$ cat config.mk
export PLATFORM = sky130hd
export DESIGN_NAME = baud_gen_frac
export DESIGN_NICKNAME = d
export VERILOG_FILES = /design/src/rtl/baud_pkg.sv /design/src/rtl/baud_frac_div.sv /design/src/rtl/baud_gen_frac.sv
export SDC_FILE = /design/constraint.sdc
export NUM_CORES = 1
export LEC_CHECK = 0
export ABC_AREA = 1
export CORE_ASPECT_RATIO = 1.1
export CORE_MARGIN = 2
export CORE_UTILIZATION = 53
export DETAILED_ROUTE_END_ITERATION = 8
export HOLD_SLACK_MARGIN = 0.08
export MAX_ROUTING_LAYER = met4
export PLACE_DENSITY = 0.89
export SLEW_MARGIN = 20
export SYNTH_ARGS = -nofsm -noshare
export SYNTH_HDL_FRONTEND = slang
export SYNTH_SLANG_ARGS = --single-unit
$ cat constraint.sdc
create_clock -name clk -period 2.9 [get_ports clk]
set_input_delay 0.29 -clock clk [delete_from_list [all_inputs] [get_ports clk]]
set_output_delay 0.29 -clock clk [all_outputs]
set_load 0.01 [all_outputs]
$ cat src/rtl/baud_pkg.sv
// ---------------------------------------------------------------------------
// baud_pkg
//
// Shared constants and types for the UART baud generation blocks.
//
// Contents:
//   BAUD_INT_W / BAUD_FRAC_W : default integer / fractional divisor widths
//   BAUD_OVS                 : default oversample ticks per bit
//   BAUD_CLK_HZ              : reference system clock the defaults assume
//   DEF_INT_* / DEF_FRAC_*   : divisor presets for common rates at 25 MHz
//   baud_div_t               : packed {div_int, div_frac} divisor pair
//   make_div()               : builds a baud_div_t from plain integers
// ---------------------------------------------------------------------------
package baud_pkg;

    localparam int BAUD_INT_W  = 16;
    localparam int BAUD_FRAC_W = 4;
    localparam int BAUD_OVS    = 16;
    localparam int BAUD_CLK_HZ = 25_000_000;

    // 25e6 / (115200 * 16) = 13.5634 -> 13 + 9/16
    localparam int DEF_INT_115200  = 13;
    localparam int DEF_FRAC_115200 = 9;

    // 25e6 / (9600 * 16) = 162.76 -> 162 + 12/16
    localparam int DEF_INT_9600  = 162;
    localparam int DEF_FRAC_9600 = 12;

    // Divisor as seen on the configuration port at the default widths.
    // The effective divide ratio is div_int + div_frac / 2^BAUD_FRAC_W.
    typedef struct packed {
        logic [BAUD_INT_W-1:0]  div_int;
        logic [BAUD_FRAC_W-1:0] div_frac;
    } baud_div_t;

    // Convenience constructor so callers can write make_div(13, 9)
    // instead of spelling out the packed literal with casts.
    function automatic baud_div_t make_div(input int i, input int f);
        baud_div_t d;
        d.div_int  = BAUD_INT_W'(i);
        d.div_frac = BAUD_FRAC_W'(f);
        return d;
    endfunction

endpackage

$ cat src/rtl/baud_frac_div.sv
// ---------------------------------------------------------------------------
// baud_frac_div
//
// Fractional-N divider core. A period counter runs to a limit of
// max(div_int,1) + carry, where carry is the overflow of a FRAC_W-bit
// phase accumulator that adds div_frac once per tick. Over 2^FRAC_W ticks
// the carry fires div_frac times, so the average tick period is
// div_int + div_frac/2^FRAC_W clock cycles.
//
// Ports:
//   clk      in  : system clock
//   reset    in  : synchronous active-high reset
//   en       in  : run enable; low holds all state and suppresses tick
//   clear    in  : restart phase (cnt, acc, carry -> 0), beats tick update
//   div_int  in  : integer part of the divisor (0 behaves as 1)
//   div_frac in  : fractional part of the divisor
//   tick     out : one-cycle tick, combinational from state and en
// ---------------------------------------------------------------------------
module baud_frac_div #(
    parameter int INT_W  = 16,
    parameter int FRAC_W = 4
) (
    input  logic              clk,
    input  logic              reset,
    input  logic              en,
    input  logic              clear,
    input  logic [INT_W-1:0]  div_int,
    input  logic [FRAC_W-1:0] div_frac,
    output logic              tick
);

    logic [INT_W:0]   cnt;
    logic [FRAC_W-1:0] acc;
    logic             carry;

    logic [INT_W-1:0] eff_int;
    logic [INT_W:0]   limit;
    logic [INT_W:0]   last;
    logic [FRAC_W:0]  acc_sum;

    // Period limit is built one bit wider than the divisor so that the
    // largest integer divisor plus a carry cannot wrap. A zero divisor is
    // promoted to one, which gives a tick every enabled cycle.
    always_comb begin
        eff_int = (div_int == '0) ? INT_W'(1) : div_int;
        limit   = {1'b0, eff_int} + (INT_W+1)'(carry);
        last    = limit - (INT_W+1)'(1);
        acc_sum = {1'b0, acc} + {1'b0, div_frac};
    end

    // In normal running cnt never passes last, so this is a plain equality
    // test. The >= only matters if a smaller divisor is applied while the
    // core is disabled and cnt already sits beyond the new limit: the core
    // then ticks on the first enabled cycle instead of running the counter
    // all the way round its wide range.
    assign tick = en & (cnt >= last);

    // Counter and accumulator update. clear wins over everything except
    // reset, so a realignment always starts a clean period with no
    // pending carry. When disabled and not cleared, all state holds.
    always_ff @(posedge clk) begin
        if (reset) begin
            cnt   <= '0;
            acc   <= '0;
            carry <= 1'b0;
        end else if (clear) begin
            cnt   <= '0;
            acc   <= '0;
            carry <= 1'b0;
        end else if (tick) begin
            cnt          <= '0;
            {carry, acc} <= acc_sum;
        end else if (en) begin
            cnt <= cnt + (INT_W+1)'(1);
        end
    end

endmodule

$ cat src/rtl/baud_gen_frac.sv
// ---------------------------------------------------------------------------
// baud_gen_frac
//
// Runtime-programmable fractional baud tick generator. A new divisor is
// accepted through a valid/ready handshake into a shadow register and
// copied to the active divisor only at a safe point (a tick, while
// disabled, or on resync), so a running period is never cut short or
// stretched by a reconfiguration. One divider core produces the oversample
// tick; an oversample index turns it into mid-bit and end-of-bit ticks.
//
// Ports:
//   clk       in  : system clock
//   reset     in  : synchronous active-high reset
//   en        in  : run enable; low freezes counters and suppresses ticks
//   resync    in  : one-cycle pulse restarting bit phase (works with en low)
//   cfg_valid in  : new divisor offered
//   cfg_ready out : shadow register free to accept a divisor
//   cfg_int   in  : integer divisor (0 treated as 1)
//   cfg_frac  in  : fractional divisor, in units of 1/2^FRAC_W
//   os_tick   out : oversample tick
//   mid_tick  out : oversample tick at index OVS/2-1 (RX sample point)
//   bit_tick  out : oversample tick at index OVS-1 (bit boundary)
// ---------------------------------------------------------------------------
module baud_gen_frac
    import baud_pkg::*;
#(
    parameter int INT_W    = BAUD_INT_W,
    parameter int FRAC_W   = BAUD_FRAC_W,
    parameter int OVS      = BAUD_OVS,
    parameter int DEF_INT  = DEF_INT_115200,
    parameter int DEF_FRAC = DEF_FRAC_115200
) (
    input  logic              clk,
    input  logic              reset,
    input  logic              en,
    input  logic              resync,
    input  logic              cfg_valid,
    output logic              cfg_ready,
    input  logic [INT_W-1:0]  cfg_int,
    input  logic [FRAC_W-1:0] cfg_frac,
    output logic              os_tick,
    output logic              mid_tick,
    output logic              bit_tick
);

    localparam int IDX_W = $clog2(OVS);
    localparam logic [IDX_W-1:0] IDX_MID  = IDX_W'(OVS / 2 - 1);
    localparam logic [IDX_W-1:0] IDX_LAST = IDX_W'(OVS - 1);

    // Local divisor type sized by this instance's parameters; the package
    // type is fixed at the default widths.
    typedef struct packed {
        logic [INT_W-1:0]  div_int;
        logic [FRAC_W-1:0] div_frac;
    } div_t;

    localparam div_t DIV_RESET = '{
        div_int:  INT_W'(DEF_INT),
        div_frac: FRAC_W'(DEF_FRAC)
    };

    div_t             act_div;
    div_t             shd_div;
    logic             pend;
    logic [IDX_W-1:0] os_idx;

    logic xfer;
    logic apply;

    // The shadow is free whenever nothing is waiting to be applied.
    assign cfg_ready = ~pend;
    assign xfer      = cfg_valid & cfg_ready;

    // Safe points for swapping the divisor: a tick boundary (cnt restarts
    // at zero), any cycle with the core frozen, or a resync (phase restarts
    // anyway). Because pend is registered, the swap can never happen on
    // the same edge that captured the shadow.
    assign apply = pend & (os_tick | ~en | resync);

    // Divider core; resync doubles as its phase clear.
    baud_frac_div #(
        .INT_W  (INT_W),
        .FRAC_W (FRAC_W)
    ) u_div (
        .clk      (clk),
        .reset    (reset),
        .en       (en),
        .clear    (resync),
        .div_int  (act_div.div_int),
        .div_frac (act_div.div_frac),
        .tick     (os_tick)
    );

    // Configuration shadow and handshake. A transfer needs pend low and an
    // apply needs pend high, so the two branches are mutually exclusive.
    // Applying only swaps the divisor; the accumulator phase carries over
    // so the fractional error keeps averaging out across the change.
    always_ff @(posedge clk) begin
        if (reset) begin
            act_div <= DIV_RESET;
            shd_div <= DIV_RESET;
            pend    <= 1'b0;
        end else if (apply) begin
            act_div <= shd_div;
            pend    <= 1'b0;
        end else if (xfer) begin
            shd_div <= '{div_int: cfg_int, div_frac: cfg_frac};
            pend    <= 1'b1;
        end
    end

    // Oversample index within the current bit. resync realigns it to the
    // start of a bit together with the divider phase.
    always_ff @(posedge clk) begin
        if (reset) begin
            os_idx <= '0;
        end else if (resync) begin
            os_idx <= '0;
        end else if (os_tick) begin
            os_idx <= (os_idx == IDX_LAST) ? '0 : os_idx + IDX_W'(1);
        end
    end

    // Mid-bit and bit ticks are qualified copies of the oversample tick,
    // so they share its one-cycle width and its dependence on en.
    assign mid_tick = os_tick & (os_idx == IDX_MID);
    assign bit_tick = os_tick & (os_idx == IDX_LAST);

endmodule

Word level (Yosys, flattened, before mapping):

Index checks and enable logic that the tools add are counted.

* register bits after elaboration: 67
* bits in latches: 0
* bits in writable memories: 0
* bits in read-only memories: 0
* bits of input ports: 25
* output and inout bits: 4
* memories: 0

* add/subtract/negate cells: 5
* $mul: 0
* div/mod/pow operators: 0
* magnitude comparators: 1
* equal/unequal tests: 2
* shift-type cells: 0
* multiplexer cells: 2
* bitwise logic cells: 10
* reduce and logical (&&, ||, !) cells: 5

Operators with widths (count)
* 16-bit by 1-bit adder with 17-bit output: 1
* 17-bit by 1-bit adder with 17-bit output, second input constant: 1
* 17-bit >= comparator: 1
* 17-bit by 1-bit subtractor with 17-bit output, second input constant: 1
* 16-bit zero test: 1
* 16-bit 2-to-1 mux: 1
* 4-bit by 4-bit adder with 5-bit output: 1
* 1-bit AND: 5
* 4-bit by 1-bit adder with 4-bit output, second input constant: 1
* 4-bit by 3-bit == test with 1-bit output, second input constant: 1
* 4-bit == test, second input constant: 1
* 4-bit 2-to-1 mux: 1
* 2-bit OR reduction: 2
* 1-bit inverter: 3
* 3-bit OR reduction: 1
* 1-bit OR: 2
* 2-bit AND reduction: 1

Depth between registers and ports, before layout:

Gate-level depths: netlist (run 1).

* depth after elaboration: 11
* gate-level depth with buffers: 25
* gate-level depth less buffers: 25

Modules after synthesis:

Synthesis (run 1) repeated with hierarchy kept, for this count alone.

* cells, all modules: 496
* area total of the unflattened synthesis: 3811.2 um^2

Modules (own cells, without submodules)
* baud_frac_div: instances 1, cells an instance 268, area each 2031.9 um^2, seq. area each 440.4 um^2
* baud_gen_frac: instances 1, cells an instance 228, area each 1779.2 um^2, seq. area each 900.9 um^2

Least setup slack after synthesis (run 1):

OpenSTA, ideal clock, no wires.

* kind: reg2out
* start: reg act_div[8] (netlist name)
* end: out bit_tick
* data arrival time: 2961 ps
* data required time: 2610 ps
* path slack: -351 ps
* cell stages (with the launch flop): 22
* path through: dfxtp_1 > or2_1 > nor3_1 > a41oi_1 > ha_1 > ha_1 > nand2_1 > nor2_2 > nand2_1 > nor3_2 > nand2_1 > nor2_2 > nand2_1 > ha_1 > nand2_1 > nor2_1 > nand2_1 > nor2_2 > nor2_4 > nand2_4 > nand2_4 > nor2_1

* longest elaborated chain between the ends: 7

Ends and longest elaborated chain
* start: declaration: RTL line baud_gen_frac.sv:62 `div_t act_div;`
* start signal: assignment: RTL line baud_gen_frac.sv:104 `act_div <= shd_div;`
* 16-bit zero test: RTL line baud_frac_div.sv:45 `eff_int = (div_int == '0) ? INT_W'(1) : div_int;`
* 16-bit 2-to-1 mux (*): RTL line baud_frac_div.sv:45
* 16-bit by 1-bit adder with 17-bit output (*): RTL line baud_frac_div.sv:46 `limit = {1'b0, eff_int} + (INT_W+1)'(carry);`
* 17-bit by 1-bit subtractor with 17-bit output (*): RTL line baud_frac_div.sv:47 `last = limit - (INT_W+1)'(1);`
* 17-bit >= comparator (*): RTL line baud_frac_div.sv:56 `assign tick = en & (cnt >= last);`
* 1-bit AND (*): RTL line baud_frac_div.sv:56
* 1-bit AND (*): RTL line baud_gen_frac.sv:127 `assign bit_tick = os_tick & (os_idx == IDX_LAST);`
* end: declaration: RTL line baud_gen_frac.sv:43 `output logic bit_tick`

Every way passes the cells marked *; elsewhere a longest branch is shown, timed or not.

Final worst setup path (run 1):

* start: reg act_div[9] (netlist name)
* end: out bit_tick

The elaborated chain is that of the path after synthesis.

==> results of run 1 <==
## state kept, by name, summed over array words and instances (netlist names)
register and flops:
act_div 20, os_idx 4, pend 1, shd_div 20
u_div.acc 4, u_div.carry 1, u_div.cnt 17
## worst min path at each step
stage / to / slack (ns)
floorplan: shd_div[0] / 0.40
global placement: shd_div[8] / 0.44
detailed placement: shd_div[5] / 0.45
CTS: shd_div[5] / 0.46
global route: shd_div[16] / 0.48
finish: shd_div[17] / 0.46
## kinds of logic (layout without fill, tap and decap cells)
family | count (synthesis) | after routing
xor+xnor | 27 | 27
fa+ha+maj | 26 | 26
flops | 67 | 67
buf+inv | 75 | 164
simple gates | 238 | 239
compound gates | 69 | 69
## power groups by stage
stage,Clock (mW),Combinational (mW),Sequential (mW)
detailed placement,0,0.360,1.01
global placement,0,0.343,1.01
CTS,0.713,0.422,0.992
global route,0.770,0.537,1.00
finish,0.741,0.509,0.997
floorplan,0,0.219,1.02
## routing by layer
layer	wire length, um	track usage (%)
met3	918	5.576
met5	0	-
met2	6167	50.40
met4	928	20.36
met1	4427	30.61
## through the flow
step	cell area, sq um	utilization [%]	TNS [ns]
floorplan	3769	-	-8.666
global placement	4394	66.64	-15.70
detailed placement	4394	66.64	-24.42
CTS	4922	74.65	-32.89
global route	5124	77.70	-55.64
finish	5124	77.70	-45.62
## cell type report
cell class / count / area [sq um] / share of cell area [%]
Multi-Input combinational cell: 361 / 2434 / 47.50
Inverter: 59 / 224.0 / 4.371
Sequential cell: 67 / 1351 / 26.37
Tap cell: 82 / 102.6 / 2.002
Clock inverter: 6 / 40.04 / 0.7814
Timing Repair Buffer: 89 / 834.6 / 16.29
Clock buffer: 10 / 137.6 / 2.686
## worst max-delay path: cells and delay by family (launching register included)
family,cells,cell delay (ns)
buffers and inverters,3,0.33
AO/OA/AOI/OAI,1,0.31
flip-flops,1,0.33
AND/OR/NAND/NOR,14,1.57
XOR/XNOR,1,0.14
adder cells (fa/ha/maj),3,0.73
## what timing repair did
action / CTS / global route
hold endpoints to repair: 0 / 0
gates cloned: 3 / 0
resized for setup: 51 / 52
setup buffers: 19 / 6
endpoints found under the setup margin: 50 / 50
pin swaps: 19 / 25
## synth_stat cells, drive strengths merged, types with 2 or more instances
cell type	count
nor3	8
nand2	98
o21ai	19
a21oi	46
xor2	16
a21o	2
nor2	72
nand4	5
dfxtp	67
inv	59
clkbuf	10
xnor2	11
ha	25
nand3	51
buf	6
==> qor.yml, run 1 <==
synth.area.top_cells: "dfxtp_1 37%, nand2_1 9.8%, ha_1 8.6%"
clock_sinks: 67
synth_compound_area_share_pct: 9.834
ctsHoldBuffers: 0
antenna_found_initial: 0
violations: "negative setup slack"
grt_first_pass_wirelength_mm: 17.44
synth_edf_count: 0
synth-simple-area-share_pct: 29.26
place_congestion: 0.8067
rsz0062_at_grt: "yes"
grt_pass1_vias: 3850
track_usage_pct: 29.54
p_switching_mw: 0.7208
ys_ff_latch: 67
num_io_pins: 29
setup_viol: 50
post-route-period-util_pct: 139.5
clkPwrFrac_pct: 33.0
ys_seq_area_share_pct: 36.99
synthArstFlopShare_pct: 0
syn_avg_cell_area_sq_um: 7.223
viasPerCell: 5.981
cts_tree: "done"
die_h_um: 90.75
fin_cells: 674
place_worst_setup_slack_ns: -0.8837
maxCapViolations: 0
routed_wl_mm: 12.44
grt-ovfl-total: 0
ant_nets: 0
critPathMaxStageDelay_ns: 0.33
fin_crit_ns: 4.045
swShare_pct: 32.07
finalPower_mw: 2.248
core_sq_um: 6594
worstPathRequired_ns: 2.61
first_iter_violations: 337
r2r_end: "act_div[10]"
min_path_type: "reg -> reg"
ys_types: 31
critical_path_class: "reg -> out"
hp-start: "shd_div[17]"
path_cells: "or2_1 -> nor3_1 -> a41oi_1 -> ha_2 -> ha_4 -> nand2_4 -> nor2_4 -> nand2_4 -> nor3_4 -> nand2_2 -> buf_6 -> xor2_2 -> ha_1 -> nand2_1 -> nor2_1 -> nand2_2 -> inv_1 -> nand2_1 -> nand2_4 -> nand2_8 -> nor2_4 -> buf_6"
worstPathArrival_ns: 3.76
critical_path.startpoint: "act_div[9]"
die_width_um: 82.87
yosys_warnings: 0
syn-num-nets: 553
slowest_stage: "dfxtp_2"
dp.final_hpwl_mm: 5.787
synthMuxAreaShare_pct: 0
synth_top_area_share_pct: 36.99
nets: 638
grt_max_degree: 39
slew_viol_final: 0
cts_buffers: 9
drive_gt1_share_pct: 31.76
numPortBuffers: 28
synth_top_family_by_area: "simple AND/OR/NAND/NOR gates"
antenna_cells: 0
path_clk_slew_ns: 0.08
cp-start-kind: "flop"
dp.cells: 637
synthCells: 502
crit_path_end: "bit_tick"
worst_pin_slew_ns: 0.8818
first_pass_iters: 7
mostFrequentLayoutCell: "nand2_1"
cts.htree.levels: 3
cts_max_path_buffers: 2
start_util_pct: 54.99
synth_fa_ha_area_share_pct: 9.179
holdPathStages: 2
crit_path_frequent_cell: "nand2_4"
p_int_mw: 1.527
setup_ws_ns: -1.145
r2r.worst_path.cells: 27
vias: 4031
rows: 31
power_frac_seq_pct: 44.4
synth_xor_area_share_pct: 6.522
clk_latency_ns: 0.37
maxSlewHeadroom_pct: 41.15
ir_drop_uv: 405.2
outcome: "finished with violations"
area_growth_pct: 41.30
powerDensity_nw_per_um2: 438.7
root_buffer: "clkbuf_8"
n_fill_cell: 406
max_freq_mhz: 247.2
hold_viol: 0
combPwrFrac_pct: 22.7
ys.flop_type: "dfxtp_1"
timing.hold.ws_ns: 0.4571
p_leak_nw: 2.198
clock_skew_ns: 0.01222
synth_area_sq_um: 3626
cp_max_fo: 5
layout_common_cells: "83 x nand2_1, 59 x dfxtp_1, 57 x inv_1"
yosysTopAreaCell: "dfxtp_1"
rrSetupSlack_ns: -1.06
drc: 0
end_kind: "output port"
wire_per_inst_um: 18.46
die-area_sq_um: 7520
worstReg2RegStart: "act_div[19]"
No activity file was read; power rests on OpenSTA's default activity.
==> run 2, diff against run 1 <==
CTS_CLUSTER_SIZE = 25   (was default)
==> results of run 2 <==
Same layout as run 1: the final DEF is identical, and so are final timing and power.
==> run 3, diff against run 2 <==
HOLD_SLACK_MARGIN = default   (was 0.08)
==> results of run 3 <==
Same layout as run 1: the final DEF is identical, and so are final timing and power.
